$ cat config.mk
export PLATFORM = sky130hd
export DESIGN_NAME = res_readout
export DESIGN_NICKNAME = d
export VERILOG_FILES = /design/src/rtl/res_readout_pkg.sv /design/src/rtl/res_word_mux.sv /design/src/rtl/res_readout.sv
export SDC_FILE = /design/constraint.sdc
export NUM_CORES = 1
export LEC_CHECK = 0
export ABC_CLOCK_PERIOD_IN_PS = 24600
export CORE_MARGIN = 10
export CORE_UTILIZATION = 30
export DETAILED_ROUTE_END_ITERATION = 10
export GPL_ROUTABILITY_DRIVEN = 0
export PLACE_DENSITY = 0.53
export SLEW_MARGIN = 15
export SYNTH_ARGS = -nofsm -noshare
export SYNTH_HDL_FRONTEND = slang
export SYNTH_SLANG_ARGS = --single-unit
$ cat constraint.sdc
create_clock -name clk -period 24.6 [get_ports clk]
set_input_delay 4.92 -clock clk [delete_from_list [all_inputs] [get_ports clk]]
set_output_delay 4.92 -clock clk [all_outputs]
set_load 0.01 [all_outputs]
$ cat src/rtl/res_readout_pkg.sv
// Shared types and size helpers for the res_readout result window.
// Shared by res_readout and res_word_mux.
package res_readout_pkg;

    typedef enum logic [1:0] {
        EMPTY = 2'd0,
        ONE   = 2'd1,
        FULL  = 2'd2
    } bank_state_e;

    function automatic int calc_word_bytes(input int width, input int bits);
        return width * bits / 8;
    endfunction

    function automatic int calc_win_bytes(input int n, input int bits);
        return n * n * bits / 8;
    endfunction

    function automatic int calc_words(input int n, input int width);
        return n * n / width;
    endfunction

    // Right-shift that turns a byte offset into a word index.
    function automatic int addr_shift(input int word_bytes);
        return $clog2(word_bytes);
    endfunction

endpackage

$ cat src/rtl/res_word_mux.sv
// Combinational word select: returns word idx of a flattened bank.
module res_word_mux
    import res_readout_pkg::*;
#(
    parameter int BITS  = 8,
    parameter int WIDTH = 4,
    parameter int WORDS = 16,
    parameter int IDX_W = (WORDS > 1) ? $clog2(WORDS) : 1
) (
    input  logic [WORDS*WIDTH*BITS-1:0] bank,
    input  logic [IDX_W-1:0]            idx,
    output logic [WIDTH*BITS-1:0]       word
);

    localparam int WW = WIDTH * BITS;

    always_comb begin
        word = '0;
        for (int j = 0; j < WORDS; j++) begin
            if (idx == IDX_W'(j)) begin
                word = bank[j*WW +: WW];
            end
        end
    end

endmodule

$ cat src/rtl/res_readout.sv
// Double-buffered, memory-mapped readout window for matrix-multiply results.
// Optional feature: define RES_READOUT_STATUS_EN to map a status word just past the window.
module res_readout
    import res_readout_pkg::*;
#(
    parameter int BITS       = 8,
    parameter int N          = 8,
    parameter int WIDTH      = 4,
    parameter int ADDR_WIDTH = 10,
    parameter int OFFSET     = 0
) (
    input  logic                  clk,
    input  logic                  rst,
    input  logic                  load,
    input  logic [N*N*BITS-1:0]   all,
    input  logic                  consume,
    input  logic                  rd_en,
    input  logic [ADDR_WIDTH-1:0] addr,
    output logic [WIDTH*BITS-1:0] rdata,
    output logic                  rvalid,
    output logic                  hit,
    output logic                  avail,
    output logic                  overflow
);

    localparam int WORD_BYTES = calc_word_bytes(WIDTH, BITS);
    localparam int WIN_BYTES  = calc_win_bytes(N, BITS);
    localparam int WORDS      = calc_words(N, WIDTH);
    localparam int SHIFT      = addr_shift(WORD_BYTES);
    localparam int IDX_W      = (WORDS > 1) ? $clog2(WORDS) : 1;
    localparam int RW         = WIDTH * BITS;
    localparam int MW         = N * N * BITS;

    bank_state_e     state_q, state_d;
    logic            wp_q, wp_d;
    logic            rp_q, rp_d;
    logic            overflow_q, overflow_d;
    logic            do_load, do_consume, ovf_set;

    logic [MW-1:0]   bank0_q, bank0_d;
    logic [MW-1:0]   bank1_q, bank1_d;

    logic            rvalid_q, rvalid_d;
    logic            hit_q, hit_d;
    logic [RW-1:0]   rdata_q, rdata_d;

    logic [31:0]     off_w;
    logic            in_win;
    logic [IDX_W-1:0] word_idx;
    logic [RW-1:0]   word;
`ifdef RES_READOUT_STATUS_EN
    logic            is_status;
`endif

    // Bank state register plus sticky overflow.
    always_ff @(posedge clk) begin
        if (rst) begin
            state_q    <= EMPTY;
            wp_q       <= 1'b0;
            rp_q       <= 1'b0;
            overflow_q <= 1'b0;
        end else begin
            state_q    <= state_d;
            wp_q       <= wp_d;
            rp_q       <= rp_d;
            overflow_q <= overflow_d;
        end
    end

    // At FULL a same-cycle consume frees a bank first, so the load is accepted.
    always_comb begin
        do_consume = consume && (state_q != EMPTY);
        do_load    = load && ((state_q != FULL) || consume);
        ovf_set    = load && (state_q == FULL) && !consume;
        state_d    = state_q;
        case ({do_load, do_consume})
            2'b10:   state_d = (state_q == EMPTY) ? ONE : FULL;
            2'b01:   state_d = (state_q == FULL) ? ONE : EMPTY;
            default: state_d = state_q;
        endcase
        wp_d       = wp_q ^ do_load;
        rp_d       = rp_q ^ do_consume;
        overflow_d = overflow_q | ovf_set;
    end

    always_comb begin
        avail    = (state_q != EMPTY);
        overflow = overflow_q;
        rvalid   = rvalid_q;
        hit      = hit_q;
        rdata    = rdata_q;
    end

    // Shadow banks hold data only; reset leaves them untouched.
    always_comb begin
        bank0_d = bank0_q;
        bank1_d = bank1_q;
        if (do_load && !wp_q) bank0_d = all;
        if (do_load &&  wp_q) bank1_d = all;
    end

    always_ff @(posedge clk) begin
        bank0_q <= bank0_d;
        bank1_q <= bank1_d;
    end

    // Addresses below OFFSET wrap to a huge offset, so one compare bounds both sides.
    always_comb begin
        off_w    = 32'(addr) - 32'(OFFSET);
        in_win   = off_w < 32'(WIN_BYTES);
        word_idx = IDX_W'(off_w >> SHIFT);
`ifdef RES_READOUT_STATUS_EN
        is_status = (off_w == 32'(WIN_BYTES));
`endif
    end

    res_word_mux #(
        .BITS  (BITS),
        .WIDTH (WIDTH),
        .WORDS (WORDS),
        .IDX_W (IDX_W)
    ) u_word_mux (
        .bank (rp_q ? bank1_q : bank0_q),
        .idx  (word_idx),
        .word (word)
    );

    // Read stage: uses pre-consume rp_q, so a same-cycle consume still sees the old bank.
    always_comb begin
        rvalid_d = rd_en;
        hit_d    = 1'b0;
        rdata_d  = '0;
        if (rd_en) begin
            if (in_win) begin
                hit_d = 1'b1;
                if (state_q != EMPTY) rdata_d = word;
            end
`ifdef RES_READOUT_STATUS_EN
            else if (is_status) begin
                hit_d   = 1'b1;
                rdata_d = RW'({overflow_q, 2'(state_q)});
            end
`endif
        end
    end

    always_ff @(posedge clk) begin
        if (rst) begin
            rvalid_q <= 1'b0;
            hit_q    <= 1'b0;
            rdata_q  <= '0;
        end else begin
            rvalid_q <= rvalid_d;
            hit_q    <= hit_d;
            rdata_q  <= rdata_d;
        end
    end

endmodule

Word level (Yosys, flattened, before mapping):

Cells that the tools add are included.

* equality and inequality tests: 19
* $lt $le $gt $ge: 1
* bitwise gates (word level): 6
* muxes and demuxes: 21
* reduce and logical (&&, ||, !) cells: 15

Operators by type and width (count)
* $mux 32: 16
* $mux 512: 1
* $eq 4x4->1 const B: 8
* $eq 4x3->1 const B: 4
* $lt 10x7->1 const B: 1
* $eq 4x2->1 const B: 2
* $logic_and 1x1->1: 6
* $eq 2x2->1 const B: 2
* $eq 4x1->1 const B: 1
* $logic_not 4->1: 1
* $pmux 2 s2: 1
* $reduce_bool 2->1: 2
* $reduce_or 4->1: 1
* $not 1->1: 3
* $eq 2x1->1 const B: 1
* $logic_not 1->1: 2
* $logic_not 2->1: 1
* $mux 1: 2
* $mux 2: 1
* $ne 2x2->1 const B: 1
* $reduce_or 2->1: 1
* $xor 1x1->1: 2
* $logic_or 1x1->1: 1
* $or 1x1->1: 1

* bits in registers: 1063
* word-level logic and storage cells: 71
* output and inout bits: 36
* input bits: 527

Longest topological paths before layout:

* word-level depth: 17
* mapped depth: 11
* mapped depth without buffers: 8

Cells and area by module:

From an unflattened synthesis, not the netlist that was laid out.

* cell total of the unflattened synthesis: 2442
* area total of the unflattened synthesis: 43614.3 µm²

Modules (own cells, without submodules)
* res_readout: seq. area each 31530.2 µm², cells each 1705, area each 38340.5 µm², instances 1
* res_word_mux: seq. area each 0.0 µm², cells each 737, area each 5273.8 µm², instances 1

Worst setup path after synthesis:

No wires, ideal clock.

* path type: input-to-reg
* from: input consume
* to: register bank1_q[0] (enable)
* setup time: 0.947 ns
* arrival: 16.863 ns
* setup slack: 6.790 ns
* cell stages on the path: 4
* buffers on the path: 0
* cell sequence: nor3b_1 -> nand2b_1 -> inv_1 -> ha_1

* cells in the longest elaborated chain, start to end: 3

Ends and longest elaborated chain
* from (decl): line res_readout.sv:16 `input logic consume,`
* $logic_or 1x1->1: line res_readout.sv:73 `do_load = load && ((state_q != FULL) || consume);`
* $logic_and 1x1->1: line res_readout.sv:73
* $logic_and 1x1->1: line res_readout.sv:99 `if (do_load && wp_q) bank1_d = all;`
* to (signal assigned): line res_readout.sv:104 `bank1_q <= bank1_d;`
* to (decl): line res_readout.sv:41 `logic [MW-1:0] bank1_q, bank1_d;`

No other way between the ends.
A chain may end at the register's enable or synchronous reset.

Final worst setup path:

* from: input consume
* to: register bank0_q[65] (enable)

* cells in the longest elaborated chain, start to end: 3

Ends and longest elaborated chain
* $logic_or 1x1->1: line res_readout.sv:73
* $logic_and 1x1->1: line res_readout.sv:73
* $logic_and 1x1->1: line res_readout.sv:98 `if (do_load && !wp_q) bank0_d = all;`
* to (signal assigned): line res_readout.sv:103 `bank0_q <= bank0_d;`
* to (decl): line res_readout.sv:40 `logic [MW-1:0] bank0_q, bank0_d;`

No other way between the ends.

==> qor.log <==
qor: pwr.power_switching_share 0.2483
qor: global_routing.vias_in_the_first_global_route 25199
qor: clocking.cts-buffers-inserted 116
qor: floorplanning.area_enclosed_by_the_die_boundary 156900 um2
qor: setup_path.critical_path.endpoint_type flip-flop
qor: timing.fin_skew 0.03938 ns
qor: timing.setup_violations 0
qor: detailed_routing.drt-total-wl 138200 um
qor: placement.io_buffer_count 560
qor: setup_path.worstPathRequired 24.96 ns
qor: timing.fmax 0.1116 GHz
qor: clocking.worst_setup_hold_path_clk_slew 0.06 ns
qor: logic_synthesis.synthArstFlopShare 0
qor: timing.slew_worst_pin 1.158 ns
qor: clocking.tritoncts_num_sinks 1063
qor: logic_synthesis.netlist_top_cells_area sky130_fd_sc_hd__edfxtp_1 72%, sky130_fd_sc_hd__mux2i_1 7.7%, sky130_fd_sc_hd__mux2_2 2.9%
qor: setup_path.slowest_stage sky130_fd_sc_hd__buf_4
qor: timing.final-hold-violation-count 0
qor: setup_path.cp_cell_sequence clkdlybuf4s50_1 > nor3b_1 > nand2b_1 > inv_1 > ha_4 > buf_4 > buf_4 > buf_4
qor: detailed_routing.detail_route.wl_per_cell 27.52 um
qor: logic_synthesis.syn-instance-count 2451
qor: logic_synthesis.synth_top_area_share 0.7245
qor: clocking.max_clock_buf_depth 3
qor: pwr.comb_power_share 0.144
qor: hold_path.worst_hold_path.endpoint overflow
qor: global_routing.groute.usage.overall 0.1693
qor: setup_path.critical-path-max-stage-delay 0.88 ns
qor: logic_synthesis.yosys.cell_types.count 69
qor: pwr.net-switching-power 0.001131 W
qor: timing.fin_setup_tns 0 ns
qor: detailed_routing.drcViolationCount 0
qor: global_routing.global_route_wire_length_before_repair 190800 um
qor: floorplanning.dieWidth 396.1 um
qor: detailed_routing.route.antenna.remaining_nets 1
qor: hold_path.hold-path-cell-count 2
qor: timing.post-route-min-period 8.962 ns
qor: hold_path.worst_hold_startpoint overflow
qor: logic_synthesis.ffs_latches_synth 1063
qor: setup_path.worst_endpoint_data_arrival_time 9.32 ns
qor: logic_synthesis.synth_seq_area_share 0.7429
qor: pwr.clock_power_share 0.374
qor: setup_path.rr_startpoint rp_q
qor: cells_and_area.fraction_of_layout_cells_with_a_size_suffix_above_1 0.1267
qor: clocking.cts_max_level 3
qor: cells_and_area.postLayoutCellArea 53850 um2
qor: detailed_routing.num_vias 24778
qor: clocking.clk-insertion-delay-late 0.77 ns
qor: outcome.outcome finished with violations
qor: placement.placed_area 50050 um2
qor: pwr.sequential_share_of_power 0.482
qor: setup_path.worstReg2RegEnd rdata[0]
qor: detailed_routing.drt_first_iter_violations 1847
qor: floorplanning.num_rows 137
qor: clocking.cts_resized 0
qor: timing.slew_viol_final 0
qor: logic_synthesis.post_synth_most_frequent_cells 1024 x sky130_fd_sc_hd__edfxtp_1, 328 x sky130_fd_sc_hd__mux2i_1, 143 x sky130_fd_sc_hd__a21oi_1
qor: logic_synthesis.synth.yosys.warnings 0
qor: timing.unrepaired_setup_endpoints_after_global_routing false
qor: clocking.clk_root_buffer_cell sky130_fd_sc_hd__clkbuf_16
qor: logic_synthesis.post-synth-top-count-cell sky130_fd_sc_hd__edfxtp_1
qor: setup_path.path_common_cell sky130_fd_sc_hd__buf_4
qor: cells_and_area.layoutNonFillerInstCount 5022
qor: floorplanning.die_y 396.1 um
qor: setup_path.startpoint_type input pin
qor: logic_synthesis.syn-mean-instance-area 17.32 um2
qor: logic_synthesis.synth_area 42440 um2
qor: setup_path.rr_worst_depth 9
qor: clocking.cts_tree built
qor: placement.dp.final_hpwl 95550 um
qor: cells_and_area.syn2layout_area_growth 26.88%
qor: pwr.vdd_drop_max 0.06116 mV
qor: floorplanning.floorplan.initialDensity 0.3030
qor: logic_synthesis.synth_fp_nets 2981
qor: timing.finalCritPeriodShare 0.3643
qor: cells_and_area.finish.net_count 3553
qor: setup_path.setup.worst_path.class input pin to flip-flop
qor: floorplanning.i_o_pins 563
qor: clocking.post-cts-setup-buffers 0
qor: pwr.intPower 0.003423 W
qor: hold_path.min-delay-path-class flip-flop to flip-flop
qor: logic_synthesis.synth_largest_area_cell sky130_fd_sc_hd__edfxtp_1
qor: pwr.power_leakage 17.04 nW
qor: timing.relSlewSlack 0.2226
qor: setup_path.ff_to_ff_setup_slack 19.42 ns
qor: detailed_routing.drt_first_pass_iters 5
qor: outcome.failed_checks antenna violations
qor: job.maxCapViolations 0
qor: global_routing.grt_start_max_net_pins 89
qor: setup_path.critical_path_peak_fanout 68
qor: logic_synthesis.synth-main-ff-cell sky130_fd_sc_hd__edfxtp_1
qor: clocking.hold_buffers 0
qor: logic_synthesis.synth-edff-count 1024
qor: global_routing.overflow 0
qor: pwr.power_per_cell_area 84.56 nW/um2
qor: floorplanning.core_footprint 140000 um2
qor: placement.place_inst 4780
qor: global_routing.antenna_found_initial 75
qor: detailed_routing.vias_per_cell 4.934
-- sequential cells by signal (all words and copies together), names as in the netlist --
signal	flops
wp_q	1
hit	1
rp_q	1
state_q	2
rvalid	1
overflow	1
bank1_q	512
rdata	32
bank0_q	512
-- worst max path at each step --
stage	startpoint	end	slack, ns	cells past startpoint
detailed placement	consume	bank0_q[65]	14.87	8
finish	consume	bank0_q[65]	15.64	8
CTS	consume	bank0_q[65]	15.68	8
floorplan	consume	bank1_q[0]	6.79	4
global route	consume	bank0_q[65]	15.39	8
global placement	consume	bank0_q[65]	14.86	8
-- area by class of cell --
cell class	count	area (um2)
Clock buffer	154	3157
Sequential cell	1063	31530
Timing Repair Buffer	618	6056
Inverter	8	30.03
Clock inverter	59	559.3
Multi-Input combinational cell	1216	10090
Tap cell	1876	2347
Fill cell	13100	86200
Antenna cell	28	70.07
-- layer usage --
layer  share of wire  vias to the layer above  global-route usage
li1                -                    11099                   -
met5          0.0027                        -                   0
met2            0.46                      792              0.2641
met3           0.075                      239             0.05353
met1            0.44                    12590              0.2261
met4           0.022                       58             0.04632
-- worst max-delay path, delay by kind of cell --
family	cells	cell delay, ns
and+or+nand+nor	2	0.23
buffers and inverters	5	3.15
adders and majority gates	1	0.74
-- cell usage in the layout (no fill, tap or decap), types with 6 or more instances in the layout --
| master | count |
|---|---|
| sky130_fd_sc_hd__a211oi_1 | 18 |
| sky130_fd_sc_hd__a21oi_1 | 142 |
| sky130_fd_sc_hd__a221oi_1 | 41 |
| sky130_fd_sc_hd__a22oi_1 | 28 |
| sky130_fd_sc_hd__a2bb2oi_1 | 14 |
| sky130_fd_sc_hd__a31oi_1 | 8 |
| sky130_fd_sc_hd__and3_1 | 11 |
| sky130_fd_sc_hd__buf_4 | 59 |
| sky130_fd_sc_hd__bufinv_16 | 8 |
| sky130_fd_sc_hd__clkbuf_1 | 28 |
| sky130_fd_sc_hd__clkbuf_16 | 117 |
| sky130_fd_sc_hd__clkbuf_8 | 9 |
| sky130_fd_sc_hd__clkdlybuf4s50_1 | 556 |
| sky130_fd_sc_hd__clkinv_1 | 28 |
| sky130_fd_sc_hd__clkinv_2 | 9 |
| sky130_fd_sc_hd__dfxtp_1 | 38 |
| sky130_fd_sc_hd__diode_2 | 28 |
| sky130_fd_sc_hd__edfxtp_1 | 1024 |
| sky130_fd_sc_hd__inv_1 | 6 |
| sky130_fd_sc_hd__mux2_1 | 19 |
| sky130_fd_sc_hd__mux2_2 | 110 |
| sky130_fd_sc_hd__mux2i_1 | 328 |
| sky130_fd_sc_hd__mux4_2 | 37 |
| sky130_fd_sc_hd__nand2_1 | 51 |
| sky130_fd_sc_hd__nand3_1 | 21 |
| sky130_fd_sc_hd__nor2_1 | 59 |
| sky130_fd_sc_hd__nor2b_1 | 14 |
| sky130_fd_sc_hd__nor3_1 | 8 |
| sky130_fd_sc_hd__o211ai_1 | 18 |
| sky130_fd_sc_hd__o21ai_0 | 67 |
| sky130_fd_sc_hd__o21ai_1 | 17 |
| sky130_fd_sc_hd__o21bai_1 | 14 |
| sky130_fd_sc_hd__o221ai_1 | 17 |
| sky130_fd_sc_hd__o22ai_1 | 72 |
| sky130_fd_sc_hd__o31ai_1 | 15 |
| sky130_fd_sc_hd__o32ai_1 | 11 |
-- metrics by stage --
stage                     hold WS, ns    util  setup WS [ns]  total power [W]
after CTS                      0.4774  0.3839          15.68         0.004612
after global placement         0.4734  0.3574          14.86         0.002888
final                          0.4726  0.3845          15.64         0.004553
after floorplan                0.5022       -          6.790         0.002722
after detailed placement       0.4629  0.3574          14.87         0.002893
after global routing           0.5240  0.3842          15.39         0.004730
-- power groups by stage --
stage                     Clock, W  Combinational [W]  Sequential [W]
after global placement           0           0.000660         0.00223
after CTS                  0.00175           0.000663         0.00219
final                      0.00170           0.000655         0.00219
after detailed placement         0           0.000661         0.00223
after floorplan                  0           0.000418         0.00230
after global routing       0.00182           0.000704         0.00221
-- cells by family after synthesis --
logic type	count (synthesis)	share of synthesized area
multiplexers	494	0.1312
AO/OA/AOI/OAI	514	0.07878
buffers and inverters	172	0.02182
flip-flops	1063	0.7429
AND/OR/NAND/NOR	203	0.02394
XOR/XNOR	2	0.0004128
adder cells (fa/ha/maj)	3	0.0008846
Power figures use the tool's default switching activity.
